**src/rtl/qam_pkg.sv**
```systemverilog
// Shared types and widths for the 16QAM demapper read-side sequencer.
package qam_pkg;

  localparam int NIBBLE_W = 4;
  localparam int BYTE_W   = 8;

  typedef enum logic [1:0] {
    IDLE  = 2'd0,
    CLEAR = 2'd1,
    RUN   = 2'd2,
    DONE  = 2'd3
  } state_t;

endpackage

```
**src/rtl/qam_nibble_packer.sv**
```systemverilog
// Packs two demapped nibbles into a byte (high nibble first) and holds the
// byte on a valid/ready stage until downstream accepts it. A flush discards
// any half-built or unaccepted byte.
module qam_nibble_packer
  import qam_pkg::*;
(
  input  logic                clk,
  input  logic                rst_n,
  input  logic                flush,
  input  logic                cap,
  input  logic [NIBBLE_W-1:0] nib,
  input  logic                ready,
  output logic [BYTE_W-1:0]   byte_data,
  output logic                byte_valid,
  output logic                handshake
);

  logic                phase;
  logic [NIBBLE_W-1:0] hi_nib;

  assign handshake = byte_valid && ready;

  // Phase tracking, high-nibble staging and the output holding register.
  always_ff @(posedge clk) begin
    if (!rst_n) begin
      phase      <= 1'b0;
      hi_nib     <= {NIBBLE_W{1'b0}};
      byte_data  <= {BYTE_W{1'b0}};
      byte_valid <= 1'b0;
    end else if (flush) begin
      phase      <= 1'b0;
      hi_nib     <= {NIBBLE_W{1'b0}};
      byte_data  <= {BYTE_W{1'b0}};
      byte_valid <= 1'b0;
    end else begin
      if (cap && !phase) begin
        hi_nib <= nib;
        phase  <= 1'b1;
      end
      // A completing nibble takes priority; reads are throttled upstream so
      // it never lands on top of a byte that is still waiting for ready.
      if (cap && phase) begin
        byte_data  <= {hi_nib, nib};
        byte_valid <= 1'b1;
        phase      <= 1'b0;
      end else if (handshake) begin
        byte_valid <= 1'b0;
      end
    end
  end

endmodule

```
**src/rtl/qam_frame_controller.sv**
```systemverilog
// Read-side sequencer for the 16QAM demapper path (dclk domain): holds the
// demapper/FIFO in clear while idle, drains nibbles one read at a time, packs
// them into bytes and counts a fixed-length frame.
// Build option: define QAM_OVF_ABORT_EN to end the frame early (DONE) when
// the FIFO is seen full during RUN; otherwise overflow is status only.
module qam_frame_controller
  import qam_pkg::*;
#(
  parameter int FRAME_BYTES = 64,
  parameter int CLR_CYCLES  = 4,
  parameter int CNT_W       = 16
) (
  input  logic                dclk,
  input  logic                rst_n,
  input  logic                enable,
  input  logic                fifo_empty,
  input  logic                fifo_full,
  input  logic [NIBBLE_W-1:0] fifo_q,
  output logic                fifo_rdreq,
  output logic                demap_clr,
  output logic [BYTE_W-1:0]   byte_data,
  output logic                byte_valid,
  input  logic                byte_ready,
  output logic                available,
  output logic                complete,
  output logic                overflow
);

  localparam int CLR_W = (CLR_CYCLES > 1) ? $clog2(CLR_CYCLES) : 1;
  localparam int NIB_W = CNT_W + 1;
  localparam logic [CLR_W-1:0] CLR_LAST  = CLR_W'(CLR_CYCLES - 1);
  localparam logic [CNT_W-1:0] BYTE_LAST = CNT_W'(FRAME_BYTES - 1);
  localparam logic [NIB_W-1:0] NIB_TOTAL = NIB_W'(2 * FRAME_BYTES);

  state_t           state;
  state_t           next_state;
  logic [CLR_W-1:0] clr_cnt;
  logic [CNT_W-1:0] byte_cnt;
  logic [NIB_W-1:0] nib_cnt;
  logic             rd_pend;
  logic             last_issued;
  logic             handshake;
  logic             flush;
  logic             cap;

  assign last_issued = (nib_cnt == NIB_TOTAL);
  assign fifo_rdreq  = (state == RUN) && !fifo_empty && !rd_pend &&
                       !(byte_valid && !byte_ready) && !last_issued;
  assign available   = (state == RUN) && !fifo_empty;
  assign cap         = rd_pend && (state == RUN);
  // Leaving RUN for any reason discards the partial/unaccepted byte.
  assign flush       = (next_state != RUN);

  // Next-state decode; enable low always wins and returns to IDLE.
  always_comb begin
    next_state = state;
    case (state)
      IDLE: begin
        if (enable) next_state = CLEAR;
        else        next_state = IDLE;
      end
      CLEAR: begin
        if (!enable)                 next_state = IDLE;
        else if (clr_cnt == CLR_LAST) next_state = RUN;
        else                          next_state = CLEAR;
      end
      RUN: begin
        if (!enable)                                  next_state = IDLE;
        else if (handshake && (byte_cnt == BYTE_LAST)) next_state = DONE;
`ifdef QAM_OVF_ABORT_EN
        else if (fifo_full)                           next_state = DONE;
`endif
        else                                          next_state = RUN;
      end
      DONE: begin
        if (!enable) next_state = IDLE;
        else         next_state = DONE;
      end
      default: next_state = IDLE;
    endcase
  end

  // State register, counters, read-pending flag and registered status outputs.
  always_ff @(posedge dclk) begin
    if (!rst_n) begin
      state     <= IDLE;
      clr_cnt   <= {CLR_W{1'b0}};
      byte_cnt  <= {CNT_W{1'b0}};
      nib_cnt   <= {NIB_W{1'b0}};
      rd_pend   <= 1'b0;
      overflow  <= 1'b0;
      complete  <= 1'b0;
      demap_clr <= 1'b1;
    end else begin
      state     <= next_state;
      rd_pend   <= fifo_rdreq;
      complete  <= (next_state == DONE);
      demap_clr <= (next_state == IDLE) || (next_state == CLEAR);
      if ((state == IDLE) && enable) begin
        clr_cnt  <= {CLR_W{1'b0}};
        byte_cnt <= {CNT_W{1'b0}};
        nib_cnt  <= {NIB_W{1'b0}};
        overflow <= 1'b0;
      end else begin
        if (state == CLEAR) clr_cnt <= clr_cnt + 1'b1;
        if (fifo_rdreq) nib_cnt <= nib_cnt + 1'b1;
        if (handshake && (state == RUN)) byte_cnt <= byte_cnt + 1'b1;
        if ((state == RUN) && fifo_full) overflow <= 1'b1;
      end
    end
  end

  qam_nibble_packer u_packer (
    .clk        (dclk),
    .rst_n      (rst_n),
    .flush      (flush),
    .cap        (cap),
    .nib        (fifo_q),
    .ready      (byte_ready),
    .byte_data  (byte_data),
    .byte_valid (byte_valid),
    .handshake  (handshake)
  );

endmodule

```
**config.mk**
```make
export PLATFORM = sky130hd
export DESIGN_NAME = qam_frame_controller
export DESIGN_NICKNAME = d
export VERILOG_FILES = /design/src/rtl/qam_pkg.sv /design/src/rtl/qam_nibble_packer.sv /design/src/rtl/qam_frame_controller.sv
export SDC_FILE = /design/constraint.sdc
export NUM_CORES = 1
export LEC_CHECK = 0
export CAP_MARGIN = 0
export CORE_UTILIZATION = 50
export CTS_CLUSTER_DIAMETER = 40
export DETAILED_ROUTE_END_ITERATION = 6
export PLACE_DENSITY = 0.71
export RECOVER_POWER = 50
export SYNTH_ARGS = -nofsm -noshare
export SYNTH_HDL_FRONTEND = slang
export SYNTH_HIERARCHICAL = 1
export SYNTH_SLANG_ARGS = --single-unit
export TNS_END_PERCENT = 5
```
**constraint.sdc**
```tcl
create_clock -name dclk -period 2.4 [get_ports dclk]
set_input_delay 0.6 -clock dclk [delete_from_list [all_inputs] [get_ports dclk]]
set_output_delay 0.6 -clock dclk [all_outputs]
set_load 0.05 [all_outputs]
```
==> flow_metrics.py, run 1 <==
metrics = {
    "run_status": {
        "status": "complete, no violations",
    },
    "sta": {
        "hold_ws_ps": 451,
        "setup_viol": 0,
        "rsz0062_at_grt": "no",
        "timing.final.crit_share": 0.986,
        "finClkSkew_ps": 9.97,
        "hold_viol": 0,
        "fmax_mhz": 423,
        "period_minus_slack_ps": 2370,
        "maxSlewHeadroom": 0.606,
        "slew_viol_final": 0,
        "tightest_slew_ps": 591,
    },
    "global_routing": {
        "grt_busiest_layer": "met2",
        "use_met2": 0.323,
        "use_met1": 0.274,
        "antenna_found_initial": 0,
        "grt_usage": 0.203,
        "grt_pass1_wl_mm": 8.33,
        "grt_start_max_net_pins": 31,
        "grt_overflow": 0,
        "use_met3": 0.0431,
        "grt_pass1_vias": 1864,
    },
    "min_path": {
        "hp-start": "u_packer/byte_data[3]$_SDFFE_PP0P_",
        "min_path_type": "register to register",
        "hold_depth": 2,
        "holdPathEnd": "u_packer/byte_data[3]$_SDFFE_PP0P_",
    },
    "pwr": {
        "leakage_nw": 0.978,
        "power_mw": 1.44,
        "ir_drop_uv": 282,
        "p_per_area_nw_per_um2": 484,
    },
    "clocking": {
        "htreeDepth": 2,
        "cts_buffers": 5,
        "cts.sinks": 55,
        "clock_latency_ps": 300,
        "clock-root-buffer": "clkbuf_8",
        "cts_tree": "done",
        "cts.clk_slew.worst_paths_ps": 90,
        "cts_buffer_depth": 2,
        "cts_hold_buffers": 0,
    },
    "layout": {
        "n_antenna_cell": 0,
        "syn_to_final_growth_pct": 21.0,
        "final_nets": 337,
        "drive_above_1_share": 0.114,
    },
    "flow_run": {
        "drv_cap": 0,
    },
    "critical_path": {
        "r2r_start": "state[1]$_SDFF_PN0_",
        "crit_arrival_ps": 1770,
        "worstPathRequired_ps": 1800,
        "crit_path_max_fanout": 2,
        "critical_path_class": "input pin to primary output",
        "r2r_cells": 6,
        "cp-end-kind": "primary output",
        "cp-start-kind": "input pin",
        "reg2reg_slack_ps": 210,
        "r2r_end": "nib_cnt[14]$_SDFFE_PP0P_",
    },
    "synthesis": {
        "synth.distinct_cells": 37,
        "mappedNetlistNets": 303,
        "synth_edf_count": 0,
        "netlist_instances": 289,
        "synth_area_um2": 2450,
        "post_synth.cell_area_avg_um2": 8.49,
        "synth-seq-area-share": 0.449,
        "yosys_warnings": 6,
        "ys.flop_type": "dfxtp_1",
        "synthArstFlopShare": 0,
        "synth_seq_cells": 55,
    },
    "floorplanning": {
        "rows": 25,
        "die-area_um2": 5190,
        "dieHeight_um": 72.1,
        "die_x_um": 72.1,
        "pin_count": 24,
        "core_um2": 4720,
        "start_util": 0.519,
    },
    "routing": {
        "firstDrtPassIters": 5,
        "avgRoutedWirePerCell_um": 12.5,
        "drtAntennaViolNets": 0,
        "remaining_drc_errors": 0,
        "wirelength_mm": 4.89,
        "num_vias": 2123,
        "drt-initial-drc-count": 142,
        "viasPerCell": 5.43,
    },
    "place": {
        "portBuffers": 23,
        "hpwl_mm": 3.46,
        "gp_congestion": 0.830,
    },
}
kinds of logic (layout without fill, tap and decap cells):
| kind of cell | Yosys count | count (layout) | synth area share |
|---|---|---|---|
| fa+ha+maj | 4 | 4 | 0.0204 |
| buf+inv | 25 | 60 | 0.0449 |
| flops | 55 | 55 | 0.449 |
| mux | 5 | 5 | 0.0204 |
| compound gates | 57 | 57 | 0.130 |
| simple gates | 131 | 131 | 0.293 |
| xor+xnor | 12 | 12 | 0.0428 |
synth_stat cells (2+ instances only):
cell type  instances  area share
a21oi_1           32       0.065
and2_1             2      0.0051
and4_1             3       0.011
buf_1              2      0.0031
buf_2              4      0.0082
clkbuf_1           7       0.011
dfxtp_1           55        0.45
ha_1               4       0.020
inv_1             10       0.015
mux2i_1            5       0.020
nand2_1           21       0.032
nand2b_1           4       0.010
nand3_1           21       0.043
nand4_1            8       0.020
nor2_1            22       0.034
nor2b_1            3      0.0076
nor3_1             6       0.012
nor4_1             7       0.018
o21ai_0           12       0.024
o31ai_1           10       0.031
or3_1             13       0.033
or4_1             13       0.040
xnor2_1            9       0.032
xor2_1             3       0.011
cell type report:
cell class,instances,area [µm²]
clock inverters,1,5.00
inverters,10,37.5
fillers,404,1750
clock buffers,7,76.3
well taps,67,83.8
flip-flops and latches,55,1100
multi-input cells,209,1270
repair buffers,42,395
power breakdown:
group	switching [mW]	total [mW]	internal [mW]
sequential	0.00222	0.916	0.914
combinational	0.0211	0.0402	0.0190
clock	0.274	0.480	0.205
total	0.298	1.44	1.14
how the worst max path moves through the flow:
stage	startpoint	end	slack [ps]	depth (start not counted)
final	fifo_empty	fifo_rdreq	30	5
after global routing	nib_cnt[0]$_SDFFE_PP0P_	fifo_rdreq	0.05	6
after detailed placement	fifo_empty	nib_cnt[5]$_SDFFE_PP0P_	-420	6
after floorplan	fifo_empty	fifo_rdreq	-40	5
after global placement	fifo_empty	nib_cnt[5]$_SDFFE_PP0P_	-380	6
after CTS	fifo_empty	fifo_rdreq	6	5
per-stage QoR:
step	utilization	instances	cell area [µm²]	setup TNS [ps]	setup WS [ps]
2_1_floorplan	-	289	2460	-43.1	-43.1
3_3_place_gp	0.607	380	2870	-8400	-378
3_5_place_dp	0.607	380	2870	-9430	-417
4_1_cts	0.630	390	2980	0	5.52
5_1_grt	0.629	391	2970	0	0.0476
6_report	0.629	391	2970	0	34.1
routing by layer:
layer	wire, µm	part of all wire
met3	146	0.030
met2	2270	0.46
met4	35	0.0072
met1	2440	0.50
met5	0	0
critical path, cell delays in order:
cell,delay (ps)
buf_6,90
or3b_4,400
or3_4,410
nor2_4,120
buf_12,140
layout by cell type, fill, tap and decap left out, types with 3 or more instances in the layout:
master	n
dfxtp_1	54
a21oi_1	32
nand2_1	21
nand3_1	21
nor2_1	21
buf_4	15
or4_1	13
or3_1	12
o21ai_0	12
dlygate4sd3_1	11
inv_1	10
o31ai_1	10
xnor2_1	9
nand4_1	8
clkdlybuf4s50_1	8
nor4_1	7
nor3_1	6
mux2i_1	5
clkbuf_8	5
nand2b_1	4
ha_1	4
clkbuf_1	4
xor2_1	3
buf_12	3
registers in the layout, indices dropped and copies added, names as in the netlist:
register,cells
complete,1
u_packer/byte_data,8
nib_cnt,17
overflow,1
clr_cnt,2
state,2
byte_cnt,16
rd_pend,1
u_packer/phase,1
u_packer/byte_valid,1
u_packer/hi_nib,4
demap_clr,1
timing repair:
action,4_1_cts,5_1_grt
pin swaps,3,1
endpoints found under the setup margin,13,1
resized for setup,9,3
setup buffers,2,1
Power figures use the tool's default switching activity.
==> inputs of run 2 (changes only) <==
- SYNTH_HIERARCHICAL: 1 -> not set
==> run 2 against run 1 <==
  * Sequential share of layout area is 0.47 points lower
  * Die area increased by 3.1%
  * Count of clock-buffer cells in the layout is 1 lower
  * Synthesized cell count grew 2.1%
  * Power grew 4.4%
  * Fmax rose by 0.56%
  * Global-route usage grew 0.69 points
  * Largest cell class unchanged
==> flow_metrics.py, run 2 <==
metrics = {
    "global_routing": {
        "antenna_found_initial": 0,
        "grt_start_max_net_pins": 26,
        "grt_pass1_vias": 1836,
        "grt_usage": 0.210,
        "grt_pass1_wl_mm": 8.65,
        "grt_overflow": 0,
    },
    "layout": {
        "syn_to_final_growth_pct": 18.7,
        "final_cell_mix": "dfxtp_1 (55), a21oi_1 (39), nand2_1 (35)",
        "n_antenna_cell": 0,
        "fill_cells": 414,
        "reg_top3": "nib_cnt x17, byte_cnt x16, u_packer.byte_data x8",
        "finalInstanceArea_um2": 3000,
        "finish.utilization": 0.628,
        "regMostFlops": "nib_cnt",
        "drive_above_1_share": 0.0985,
        "largest_reg_flops": 17,
        "final_nets": 338,
        "final_common_cell": "dfxtp_1",
    },
    "critical_path": {
        "crit_family": "buffers and inverters",
        "cp-start-kind": "input pin",
        "cp_cell_sequence": "clkdlybuf4s50_1, nor3b_4, nand3b_1, nor2_4, buf_12",
        "cpMaxStageDelayCell": "clkdlybuf4s50_1",
        "slowest_delay_ps": 440,
        "crit_path_max_fanout": 2,
        "critical_path_class": "input pin to primary output",
        "crit_arrival_ps": 1750,
        "crit_buf_inv": 2,
        "worstPathRequired_ps": 1800,
        "cp-end-kind": "primary output",
    },
    "sta": {
        "slew_viol_final": 0,
        "setup_viol": 0,
        "hold_ws_ps": 458,
        "tightest_slew_ps": 637,
        "maxSlewHeadroom": 0.576,
        "finClkSkew_ps": 4.92,
        "fmax_mhz": 425,
        "period_minus_slack_ps": 2350,
        "rsz0062_at_grt": "no",
        "timing.final.crit_share": 0.980,
        "hold_viol": 0,
    },
    "routing": {
        "num_vias": 2140,
        "remaining_drc_errors": 0,
        "viasPerCell": 5.46,
        "drt-initial-drc-count": 121,
        "drtAntennaViolNets": 0,
        "wirelength_mm": 5.12,
        "avgRoutedWirePerCell_um": 13.1,
        "firstDrtPassIters": 4,
    },
    "synthesis": {
        "synthArstFlopShare": 0,
        "synth_edf_count": 0,
        "yosysMostFrequentCell": "dfxtp_1",
        "yosys.area.top_type_share": 0.435,
        "ys.flop_type": "dfxtp_1",
        "synth_top_cell_by_area": "dfxtp_1",
        "netlist_instances": 295,
        "synth_area_um2": 2530,
        "netlist_top_cells_count": "dfxtp_1 (55), a21oi_1 (39), nand2_1 (35), o31ai_1 (17), or4_1 (17)",
        "synth-seq-area-share": 0.435,
        "synth.distinct_cells": 38,
        "yosys_warnings": 0,
        "post_synth.cell_area_avg_um2": 8.58,
        "synth_area_leaders": "dfxtp_1 (43%), a21oi_1 (7.7%), nand2_1 (5.2%), o31ai_1 (5.0%), or4_1 (5.0%)",
        "mappedNetlistNets": 309,
        "synth_seq_cells": 55,
    },
    "floorplanning": {
        "dieHeight_um": 73.2,
        "die_x_um": 73.2,
        "pin_count": 24,
        "core_um2": 4790,
        "start_util": 0.529,
        "rows": 25,
        "die-area_um2": 5350,
    },
    "clocking": {
        "cts_buffers": 5,
        "htreeDepth": 2,
        "clock_latency_ps": 310,
        "cts_tree": "done",
        "cts.sinks": 55,
        "cts.clk_slew.worst_paths_ps": 100,
        "cts_buffer_depth": 2,
        "clock-root-buffer": "clkbuf_8",
    },
    "place": {
        "placed_area_um2": 2920,
        "hpwl_mm": 3.62,
        "portBuffers": 23,
        "gp_congestion": 0.766,
    },
    "pwr": {
        "p_per_area_nw_per_um2": 499,
        "ir_drop_uv": 371,
        "leakage_nw": 0.962,
    },
    "run_status": {
        "status": "complete, no violations",
    },
    "min_path": {
        "min_path_type": "register to register",
    },
    "flow_run": {
        "drv_cap": 0,
    },
}
==> run 2: what timing repair did <==
item	CTS	global route
buffers inserted	0	0
resized for setup	0	4
hold buffers	0	0
endpoints found under the setup margin	0	1
==> run 2: per-stage QoR <==
step	std cells	TNS [ps]	worst slack (ps)	total power [mW]
floorplan	295	0	3.45	0.958
global placement	384	-114	-47.1	0.986
detailed placement	384	-344	-107	0.986
CTS	392	0	6.86	1.53
global route	392	0	11.1	1.56
finish	392	0	47.3	1.50
==> run 2: final timing paths <==
kind                                    from                                 end  slack, ps  depth (start not counted)
max reg2reg              state[1]$_SDFF_PN0_    u_packer.byte_valid$_SDFFE_PP0P_        210                          5
max                               fifo_empty                          fifo_rdreq         50                          5
min reg2reg  u_packer.hi_nib[1]$_SDFFE_PP0P_  u_packer.byte_data[5]$_SDFFE_PP0P_        460                          2
min          u_packer.hi_nib[1]$_SDFFE_PP0P_  u_packer.byte_data[5]$_SDFFE_PP0P_        460                          2
==> run 2: cells by family after synthesis <==
logic type,count (synthesis),share of synthesized area
flip-flops,55,0.435
XOR/XNOR,10,0.0346
adder cells (fa/ha/maj),4,0.0198
buffers and inverters,26,0.0465
AO/OA/AOI/OAI,70,0.164
AND/OR/NAND/NOR,128,0.293
multiplexers,2,0.00791
==> run 2: power by group <==
group          switching [mW]  internal (mW)  total [mW]  leakage [nW]
Combinational          0.0224         0.0203      0.0427         0.472
Clock                   0.304          0.236       0.540        0.0474
Sequential            0.00282          0.914       0.917         0.443
Total                   0.330           1.17        1.50         0.962
==> run 2: area by class of cell <==
class / count / area [µm²] / share of cell area
clock inverters: 2 / 16.3 / 0.00541
flip-flops and latches: 55 / 1100 / 0.367
clock buffers: 6 / 82.6 / 0.0275
multi-input cells: 214 / 1330 / 0.442
well taps: 67 / 83.8 / 0.0279
repair buffers: 38 / 355 / 0.118
inverters: 10 / 37.5 / 0.0125
==> run 2: routing by layer <==
layer | global-route usage | up-vias | part of all wire
met3 | 0.0331 | 2 | 0.033
li1 | - | 1134 | -
met1 | 0.300 | 969 | 0.51
met5 | 0 | - | 0
met4 | 0.0850 | 0 | 0.0035
met2 | 0.315 | 35 | 0.46
==> run 2: tightest hold or removal path: stages, from the launching register on <==
cell and delay (ps):
dfxtp_1 320, nand2_1 50, a21oi_1 50
